File: config.mk
export PLATFORM = sky130hd
export DESIGN_NAME = byte_en_regfile_flat
export DESIGN_NICKNAME = d
export VERILOG_FILES = /design/src/rtl/byte_en_regfile_if.sv /design/src/rtl/byte_en_regfile.sv /design/src/flat_wrapper.sv
export SDC_FILE = /design/constraint.sdc
export NUM_CORES = 1
export LEC_CHECK = 0
export BUFFER_PORTS_ARGS = -buffer_cell sky130_fd_sc_hd__buf_2
export CELL_PAD_IN_SITES_DETAIL_PLACEMENT = 1
export CELL_PAD_IN_SITES_GLOBAL_PLACEMENT = 1
export CORE_AREA = 2 2 130 132
export CTS_BUF_LIST = sky130_fd_sc_hd__clkbuf_8
export DETAILED_ROUTE_END_ITERATION = 7
export DIE_AREA = 0 0 132 134
export HOLD_SLACK_MARGIN = 0.06
export PLACE_DENSITY = 0.89
export SLEW_MARGIN = 15
export SYNTH_ARGS = -nofsm -noshare
export SYNTH_HDL_FRONTEND = slang
export SYNTH_SLANG_ARGS = --single-unit
export TNS_END_PERCENT = 1
File: constraint.sdc
create_clock -name clk -period 3.55 [get_ports clk]
set_clock_uncertainty 0.15 [all_clocks]
set_input_delay 0.355 -clock clk [delete_from_list [all_inputs] [get_ports clk]]
set_output_delay 0.355 -clock clk [all_outputs]
set_load 0.02 [all_outputs]
File: src/rtl/byte_en_regfile_if.sv
// rtl/byte_en_regfile_if.sv - write/stream/read bus bundle for byte_en_regfile
interface byte_en_regfile_if #(
    parameter int DATA_W   = 32,
    parameter int NUM_REGS = 4
);
    localparam int BYTES = DATA_W / 8;
    localparam int AW    = $clog2(NUM_REGS);
    localparam int BSW   = $clog2(BYTES);

    logic                we;
    logic [AW-1:0]       waddr;
    logic [BSW-1:0]      byte_sel;
    logic [7:0]          d_byte;
    logic                stream_we;
    logic [7:0]          d_stream;
    logic                stream_clr;
    logic                word_done;
    logic [AW-1:0]       word_done_addr;
    logic                re;
    logic [AW-1:0]       raddr;
    logic [DATA_W-1:0]   rdata;
    logic                rvalid;
    logic [BYTES-1:0]    rpar;
    logic [NUM_REGS-1:0] dirty;

    modport master (
        output we, waddr, byte_sel, d_byte, stream_we, d_stream, stream_clr, re, raddr,
        input  word_done, word_done_addr, rdata, rvalid, rpar, dirty
    );

    modport slave (
        input  we, waddr, byte_sel, d_byte, stream_we, d_stream, stream_clr, re, raddr,
        output word_done, word_done_addr, rdata, rvalid, rpar, dirty
    );
endinterface

File: src/rtl/byte_en_regfile.sv
// rtl/byte_en_regfile.sv - byte-lane register bank with direct and streaming writers
// Optional lane parity storage: BYTE_EN_REGFILE_PARITY_EN
module byte_en_regfile #(
    parameter int DATA_W   = 32,
    parameter int NUM_REGS = 4
) (
    input logic              clk,
    input logic              rst,
    byte_en_regfile_if.slave bus
);
    localparam int BYTES = DATA_W / 8;
    localparam int AW    = $clog2(NUM_REGS);
    localparam int BSW   = $clog2(BYTES);

    logic [DATA_W-1:0] regs [NUM_REGS];
    logic [AW-1:0]     sptr_reg;
    logic [BSW-1:0]    sptr_lane;
    logic              last_lane;

    assign last_lane = (sptr_lane == BSW'(BYTES - 1));

`ifdef BYTE_EN_REGFILE_PARITY_EN
    logic [BYTES-1:0] par [NUM_REGS];
`else
    assign bus.rpar = '0;
`endif

    always_ff @(posedge clk) begin
        if (rst) begin
            for (int i = 0; i < NUM_REGS; i++) begin
                regs[i] <= '0;
`ifdef BYTE_EN_REGFILE_PARITY_EN
                par[i]  <= '0;
`endif
            end
`ifdef BYTE_EN_REGFILE_PARITY_EN
            bus.rpar           <= '0;
`endif
            sptr_reg           <= '0;
            sptr_lane          <= '0;
            bus.word_done      <= 1'b0;
            bus.word_done_addr <= '0;
            bus.rdata          <= '0;
            bus.rvalid         <= 1'b0;
            bus.dirty          <= '0;
        end else begin
            // Read samples pre-write contents since regs update on this same edge
            bus.rvalid <= bus.re;
            if (bus.re) begin
                bus.rdata <= regs[bus.raddr];
`ifdef BYTE_EN_REGFILE_PARITY_EN
                bus.rpar  <= par[bus.raddr];
`endif
            end

            bus.word_done <= 1'b0;
            if (bus.stream_we) begin
                regs[sptr_reg][8*sptr_lane +: 8] <= bus.d_stream;
`ifdef BYTE_EN_REGFILE_PARITY_EN
                par[sptr_reg][sptr_lane] <= ^bus.d_stream;
`endif
                if (last_lane) begin
                    sptr_lane <= '0;
                    sptr_reg  <= sptr_reg + 1'b1;
                    if (!bus.stream_clr) begin
                        bus.word_done      <= 1'b1;
                        bus.word_done_addr <= sptr_reg;
                    end
                end else begin
                    sptr_lane <= sptr_lane + 1'b1;
                end
            end
            if (bus.stream_clr) begin
                sptr_reg  <= '0;
                sptr_lane <= '0;
            end

            // Direct write placed after the stream write so it wins a lane collision
            if (bus.we) begin
                regs[bus.waddr][8*bus.byte_sel +: 8] <= bus.d_byte;
`ifdef BYTE_EN_REGFILE_PARITY_EN
                par[bus.waddr][bus.byte_sel] <= ^bus.d_byte;
`endif
            end

            for (int i = 0; i < NUM_REGS; i++) begin
                if ((bus.we && bus.waddr == AW'(i)) || (bus.stream_we && sptr_reg == AW'(i)))
                    bus.dirty[i] <= 1'b1;
                else if (bus.re && bus.raddr == AW'(i))
                    bus.dirty[i] <= 1'b0;
            end
        end
    end
endmodule

File: src/flat_wrapper.sv
// flat-port wrapper written by rule: the top's interface ports become plain ports
module byte_en_regfile_flat 
#(
    parameter int DATA_W   = 32,
    parameter int NUM_REGS = 4
)
  (clk, rst, bus_we, bus_waddr, bus_byte_sel, bus_d_byte, bus_stream_we, bus_d_stream, bus_stream_clr, bus_re, bus_raddr, bus_word_done, bus_word_done_addr, bus_rdata, bus_rvalid, bus_rpar, bus_dirty);
  byte_en_regfile_if #(.DATA_W(DATA_W), .NUM_REGS(NUM_REGS)) bus_i ();
  input logic clk;
  input logic rst;
  input wire logic [$bits(bus_i.we)-1:0] bus_we;
  input wire logic [$bits(bus_i.waddr)-1:0] bus_waddr;
  input wire logic [$bits(bus_i.byte_sel)-1:0] bus_byte_sel;
  input wire logic [$bits(bus_i.d_byte)-1:0] bus_d_byte;
  input wire logic [$bits(bus_i.stream_we)-1:0] bus_stream_we;
  input wire logic [$bits(bus_i.d_stream)-1:0] bus_d_stream;
  input wire logic [$bits(bus_i.stream_clr)-1:0] bus_stream_clr;
  input wire logic [$bits(bus_i.re)-1:0] bus_re;
  input wire logic [$bits(bus_i.raddr)-1:0] bus_raddr;
  output wire logic [$bits(bus_i.word_done)-1:0] bus_word_done;
  output wire logic [$bits(bus_i.word_done_addr)-1:0] bus_word_done_addr;
  output wire logic [$bits(bus_i.rdata)-1:0] bus_rdata;
  output wire logic [$bits(bus_i.rvalid)-1:0] bus_rvalid;
  output wire logic [$bits(bus_i.rpar)-1:0] bus_rpar;
  output wire logic [$bits(bus_i.dirty)-1:0] bus_dirty;
  assign bus_i.we = bus_we;
  assign bus_i.waddr = bus_waddr;
  assign bus_i.byte_sel = bus_byte_sel;
  assign bus_i.d_byte = bus_d_byte;
  assign bus_i.stream_we = bus_stream_we;
  assign bus_i.d_stream = bus_d_stream;
  assign bus_i.stream_clr = bus_stream_clr;
  assign bus_i.re = bus_re;
  assign bus_i.raddr = bus_raddr;
  assign bus_word_done = bus_i.word_done;
  assign bus_word_done_addr = bus_i.word_done_addr;
  assign bus_rdata = bus_i.rdata;
  assign bus_rvalid = bus_i.rvalid;
  assign bus_rpar = bus_i.rpar;
  assign bus_dirty = bus_i.dirty;
  byte_en_regfile #(.DATA_W(DATA_W), .NUM_REGS(NUM_REGS)) u_core (.clk(clk), .rst(rst), .bus(bus_i));
endmodule
==> impl_metrics.env, run 1 <==
export IMPL_antenna_found_initial=0
export IMPL_grt_ovfl_total=0
export IMPL_die_height_um=134
export IMPL_yosysSeqAreaShare=0.538
export IMPL_max_cap_violations=0
export IMPL_dieArea_sq_um=17700
export IMPL_initial_core_util=0.540
export IMPL_numCtsBuffers=17
export IMPL_hp_start="bus_d_byte[5]"
export IMPL_worst_pin_slew_ns=1.20
export IMPL_track_usage=0.357
export IMPL_powerDensity_nw_per_um2=440
export IMPL_grt_max_degree=39
export IMPL_num_rows=47
export IMPL_status="finished clean"
export IMPL_largest_reg_flops=128
export IMPL_period_share=0.842
export IMPL_grt_pass1_wl_um=46400
export IMPL_irDropWorstVdd_uv=237
export IMPL_area_growth_pct=8.80
export IMPL_worst_ep_arrival_time_ns=3.05
export IMPL_clk_latency_ns=0.49
export IMPL_r2r_end="u_core.regs[3][19]$_DFFE_PP_"
export IMPL_min_path_type="primary input to flip-flop"
export IMPL_syn_area_per_cell_sq_um=12.0
export IMPL_top_register="u_core.regs"
export IMPL_antenna_left=0
export IMPL_clock_sinks=172
export IMPL_synth_cells=730
export IMPL_dp_slack_ns=0.597
export IMPL_hold_viol=0
export IMPL_gp_congestion=1.03
export IMPL_drive_gt1_frac=0.209
export IMPL_viasPerCell=7.30
export IMPL_setup_ws_ns=0.560
export IMPL_port_buffers=67
export IMPL_fmax_mhz=334
export IMPL_p_leak_nw=3.47
export IMPL_rsz0062_at_grt="no"
export IMPL_holdPathEnd="u_core.regs[3][5]$_DFFE_PP_"
export IMPL_grt_pass1_vias=7343
export IMPL_layout_common_cells="128 x edfxtp_1, 104 x o22ai_1, 67 x buf_2"
export IMPL_r2r_start="u_core.sptr_lane[0]$_SDFFE_PP0P_"
export IMPL_fin_nets=810
export IMPL_drc=0
export IMPL_die_width_um=132
export IMPL_cts_max_path_buffers=2
export IMPL_synthArstFlopShare=0
export IMPL_tritoncts="yes"
export IMPL_drt_iter0_drc=912
export IMPL_start_kind="flip-flop"
export IMPL_antenna_cells=0
export IMPL_critPathMaxFanout=28
export IMPL_synth_edf_count=128
export IMPL_final_setup_tns_ns=0
export IMPL_cts_resized=0
export IMPL_slew_headroom=0.198
export IMPL_cp_required_ns=3.61
export IMPL_rrSetupSlack_ns=0.56
export IMPL_setup_viol=0
export IMPL_ys_types=58
export IMPL_path_clk_slew_ns=0.09
export IMPL_synth_area_sq_um=8790
export IMPL_routed_wl_um=31100
export IMPL_synth_seq_cells=172
export IMPL_firstDrtPassIters=6
export IMPL_pin_count=72
export IMPL_crit_type="flip-flop to flip-flop"
export IMPL_reg2regPathDepth=6
export IMPL_wl_per_cell_um=31.1
export IMPL_post_route_min_period_ns=2.99
export IMPL_ctsHtreeMaxLevel=4
export IMPL_hpwl_um=21700
export IMPL_core_sq_um=16300
export IMPL_clock_root_buffer="clkbuf_8"
export IMPL_top_regs="u_core.regs (128), u_core.bus.rdata (32), u_core.bus.dirty (4)"
export IMPL_worstHoldPathCells=3
export IMPL_yosys_warnings=0
export IMPL_layout_commonest_cell="edfxtp_1"
export IMPL_vias=7297
export IMPL_ys_flop_type="edfxtp_1"
export IMPL_critPathCaptureType="flip-flop"
export IMPL_final_max_slew_violation_count=0
[final cells by class]
class,instances,area [sq um]
Multi-Input combinational cell,481,3700
Tap cell,220,275
Timing Repair Buffer,78,420
Sequential cell,172,4720
Inverter,17,63.8
Clock inverter,14,133
Clock buffer,18,248
Fill cell,1689,6730
[per-stage QoR]
stage | util | cell area (sq um) | hold WS, ns | total power [W] | std cells
final | 0.587 | 9560 | 0.180 | 0.00420 | 1000
after global routing | 0.587 | 9560 | 0.170 | 0.00430 | 1000
after CTS | 0.587 | 9560 | 0.170 | 0.00418 | 1000
after detailed placement | 0.563 | 9170 | 0.333 | 0.00284 | 967
after global placement | 0.563 | 9170 | 0.316 | 0.00281 | 967
after floorplan | - | 8800 | 0.282 | 0.00266 | 733
[cells in the mapped netlist (all sizes together), types with 3 or more instances]
| cell | n | area share |
|---|---|---|
| o21ai | 36 | 0.020 |
| nand3b | 3 | 0.0026 |
| or3b | 4 | 0.0040 |
| a31oi | 12 | 0.0085 |
| mux4 | 32 | 0.082 |
| mux2 | 7 | 0.0090 |
| mux2i | 37 | 0.042 |
| nor4 | 7 | 0.0050 |
| nor3b | 5 | 0.0065 |
| nor4b | 3 | 0.0044 |
| nor2 | 37 | 0.016 |
| nand2 | 62 | 0.026 |
| nor2b | 5 | 0.0036 |
| a22o | 14 | 0.014 |
| o211ai | 9 | 0.0094 |
| inv | 17 | 0.0073 |
| a41oi | 4 | 0.0040 |
| nand3 | 28 | 0.016 |
| clkbuf | 31 | 0.013 |
| ha | 15 | 0.021 |
| dfxtp | 44 | 0.10 |
| buf | 32 | 0.022 |
| a21o | 3 | 0.0026 |
| and3b | 3 | 0.0030 |
| or2 | 3 | 0.0021 |
| nor3 | 8 | 0.0051 |
| and2 | 8 | 0.0057 |
| edfxtp | 128 | 0.44 |
| o22ai | 104 | 0.074 |
[worst max-delay path by stage]
stage                                           from                           end  slack (ns)  cells after the start
detailed placement                               rst  u_core.regs[0][23]$_DFFE_PP_        0.60                      5
floorplan           u_core.sptr_lane[0]$_SDFFE_PP0P_  u_core.regs[1][31]$_DFFE_PP_        1.20                      9
CTS                 u_core.sptr_lane[0]$_SDFFE_PP0P_  u_core.regs[3][19]$_DFFE_PP_        0.65                      6
global route        u_core.sptr_lane[0]$_SDFFE_PP0P_  u_core.regs[3][19]$_DFFE_PP_        0.47                      6
global placement                                 rst  u_core.regs[0][23]$_DFFE_PP_        0.69                      5
finish              u_core.sptr_lane[0]$_SDFFE_PP0P_  u_core.regs[3][19]$_DFFE_PP_        0.56                      6
[repair_timing]
action,4_1_cts,5_1_grt
endpoints found under the hold margin,5,0
hold buffers,1,0
setup buffers,0,0
[cells by family (layout without fill, tap and decap cells)]
group / count (synthesis) / after routing / synth area share
AO/OA/AOI/OAI: 191 / 191 / 0.143
XOR/XNOR: 1 / 1 / 0.000997
adder cells (fa/ha/maj): 15 / 15 / 0.0214
buffers and inverters: 80 / 127 / 0.0430
flip-flops: 172 / 172 / 0.538
multiplexers: 76 / 76 / 0.133
other: 1 / 4 / 0.000427
AND/OR/NAND/NOR: 194 / 194 / 0.121
[worst max-delay path, cell delays in order, from the launching register on]
cell and delay [ns]:
dfxtp_1 0.60, inv_1 0.17, ha_1 0.35, or4_1 0.50
buf_4 0.26, nand3_1 0.47, o22ai_1 0.20
[metal layers]
layer	vias to the layer above	global-route usage	part of all wire
met2	593	0.549	0.45
met5	-	0	0
met4	0	0.196	0.054
met1	3618	0.456	0.37
li1	2946	-	-
met3	140	0.108	0.12
[power breakdown]
part	switching, W	internal (W)	leakage [nW]
registers	0.0000437	0.00225	1.67
logic	0.000355	0.000167	1.60
clock network	0.000799	0.000587	0.197
total	0.00120	0.00301	3.47
Power figures use the tool's default switching activity.
==> run 2: changes to the inputs <==
- ABC_AREA: not set -> 1
- CORE_AREA: 2 2 130 132 -> 2 2 144 146
- DIE_AREA: 0 0 132 134 -> 0 0 146 148
- PLACE_DENSITY: 0.89 -> 0.83
- clock period: 3.55 -> 2.9 ns (I/O delays scaled with it)
==> impl_metrics.env, run 2 <==
export IMPL_drive_gt1_frac=0.139
export IMPL_finalPower_w=0.00554
export IMPL_antenna_found_initial=0
export IMPL_critPathMaxFanout=9
export IMPL_syn_area_per_cell_sq_um=8.09
export IMPL_rrSetupSlack_ns=0.24
export IMPL_synthTopCellsByCount="315 x nand2_1, 153 x nor2_1, 128 x edfxtp_1, 128 x nand3_1, 86 x o21ai_0"
export IMPL_die_width_um=146
export IMPL_routed_wl_um=32000
export IMPL_area_growth_pct=13.7
export IMPL_num_rows=52
export IMPL_synth_area_sq_um=9270
export IMPL_r2r_start="u_core.sptr_lane[0]$_SDFFE_PP0P_"
export IMPL_synth_most_common_cell="nand2_1"
export IMPL_fin_util=0.526
export IMPL_clock_root_buffer="clkbuf_8"
export IMPL_post_route_min_period_ns=2.66
export IMPL_critPathCaptureType="flip-flop"
export IMPL_port_buffers=67
export IMPL_max_cap_violations=0
export IMPL_numCtsBuffers=17
export IMPL_cp_required_ns=3.03
export IMPL_status="finished clean"
export IMPL_wl_per_cell_um=21.2
export IMPL_ys_top_cells_by_area="edfxtp_1 41%, nand2_1 13%, dfxtp_1 9.5%"
export IMPL_antenna_left=0
export IMPL_slew_headroom=0.502
export IMPL_start_kind="flip-flop"
export IMPL_top_register="u_core.regs"
export IMPL_yosys_warnings=0
export IMPL_holdPathEnd="u_core.bus.dirty[1]$_SDFFE_PP0P_"
export IMPL_crit_type="flip-flop to flip-flop"
export IMPL_tritoncts="yes"
export IMPL_irDropWorstVdd_uv=293
export IMPL_synth_edf_count=128
export IMPL_ys_flop_type="edfxtp_1"
export IMPL_reg2regPathDepth=6
export IMPL_clk_latency_ns=0.50
export IMPL_cts_max_path_buffers=2
export IMPL_synth_seq_cells=172
export IMPL_die_height_um=148
export IMPL_period_share=0.917
export IMPL_cts_setup_buffers=0
export IMPL_grt_max_degree=44
export IMPL_initial_core_util=0.463
export IMPL_vias=8775
export IMPL_layout_common_cells="315 x nand2_1, 150 x nor2_1, 128 x nand3_1, 128 x edfxtp_1, 86 x o21ai_0"
export IMPL_ctsHtreeMaxLevel=4
export IMPL_path_clk_slew_ns=0.11
export IMPL_layout_commonest_cell="nand2_1"
export IMPL_top_regs="u_core.regs (128), u_core.bus.rdata (32), u_core.bus.dirty (4)"
export IMPL_p_leak_nw=4.09
export IMPL_final_setup_tns_ns=0
export IMPL_grt_pass1_vias=8844
export IMPL_dieArea_sq_um=21600
export IMPL_worst_pin_slew_ns=0.741
export IMPL_setup_viol=0
export IMPL_firstDrtPassIters=5
export IMPL_track_usage=0.300
export IMPL_largest_reg_flops=128
export IMPL_drt_iter0_drc=899
export IMPL_core_sq_um=20000
export IMPL_pin_count=72
export IMPL_gp_congestion=0.964
export IMPL_fmax_mhz=376
export IMPL_synth_largest_area_cell="edfxtp_1"
export IMPL_hp_start="bus_waddr[0]"
export IMPL_worst_ep_arrival_time_ns=2.79
export IMPL_rsz0062_at_grt="no"
export IMPL_hold_viol=0
export IMPL_ys_types=33
export IMPL_hpwl_um=22600
export IMPL_grt_ovfl_total=0
export IMPL_ff_latch_area_sq_um=4720
export IMPL_drc=0
export IMPL_fin_nets=1269
export IMPL_r2r_end="u_core.regs[1][26]$_DFFE_PP_"
export IMPL_synth_top_area_frac=0.414
export IMPL_synth_cells=1147
export IMPL_min_path_type="primary input to flip-flop"
export IMPL_clock_sinks=172
export IMPL_synthArstFlopShare=0
export IMPL_grt_pass1_wl_um=49500
export IMPL_powerDensity_nw_per_um2=526
export IMPL_multiInputGateArea_sq_um=4020
export IMPL_viasPerCell=5.82
export IMPL_yosysSeqAreaShare=0.509
export IMPL_worstHoldPathCells=5
export IMPL_final_max_slew_violation_count=0
export IMPL_fillers=2511
export IMPL_antenna_cells=0
## run 2: routing by layer
layer  up-vias  GRT usage  wire (um)
met5         -          0          0
met4         0      0.116        947
met3        72     0.0648       2500
met2       421      0.503      15400
met1      4237      0.383      13200
li1       4045          -          -
## run 2: final cells by class
type                       count  share of cell area
clock buffer                  18              0.0235
clock inverter                14              0.0218
inverter                      68              0.0242
multi-input combinational    852               0.381
sequential                   172               0.448
tap                          270              0.0320
timing repair buffer         115              0.0695
## run 2: worst max-delay path by stage
stage / from / cells past startpoint / to
6_report: u_core.sptr_lane[0]$_SDFFE_PP0P_ / 6 / u_core.regs[1][26]$_DFFE_PP_
5_1_grt: u_core.sptr_lane[0]$_SDFFE_PP0P_ / 7 / u_core.regs[3][2]$_DFFE_PP_
4_1_cts: u_core.sptr_lane[0]$_SDFFE_PP0P_ / 6 / u_core.regs[1][26]$_DFFE_PP_
3_5_place_dp: u_core.sptr_lane[0]$_SDFFE_PP0P_ / 6 / u_core.regs[1][24]$_DFFE_PP_
3_3_place_gp: u_core.sptr_lane[0]$_SDFFE_PP0P_ / 6 / u_core.regs[1][28]$_DFFE_PP_
2_1_floorplan: u_core.sptr_lane[0]$_SDFFE_PP0P_ / 7 / u_core.regs[3][0]$_DFFE_PP_
## run 2: logic make-up after synthesis
kind of cell | Yosys count | share of synthesized area
buffers and inverters | 126 | 0.0595
AO/OA/AOI/OAI | 189 | 0.108
flip-flops | 172 | 0.509
adder cells (fa/ha/maj) | 15 | 0.0202
other | 1 | 0.000404
AND/OR/NAND/NOR | 644 | 0.303
## run 2: worst max-delay path, stage by stage (launching register included)
cell and delay, ns:
dfxtp_1 0.47, inv_1 0.20, ha_1 0.35, buf_4 0.19, nor3_1 0.63, nand3_1 0.14
o21ai_0 0.31
## run 2: timing repair
action / in CTS / in global routing
resized for setup: 0 / 0
hold buffers: 5 / 0
endpoints found under the hold margin: 11 / 0
## run 2: metrics by stage
step / std cells / instance area (sq um) / setup WS [ns] / hold WS, ns
CTS: 1509 / 10500 / 0.284 / 0.187
floorplan: 1150 / 9290 / 0.530 / 0.217
global route: 1509 / 10500 / 0.146 / 0.184
finish: 1509 / 10500 / 0.241 / 0.181
detailed placement: 1472 / 10000 / 0.349 / 0.323
global placement: 1472 / 10000 / 0.446 / 0.314
## run 2: where the power goes
part	switching, W	total [W]	internal (W)
combinational	0.000501	0.000675	0.000174
sequential	0.0000466	0.00282	0.00277
clock	0.000980	0.00205	0.00107
total	0.00153	0.00554	0.00401
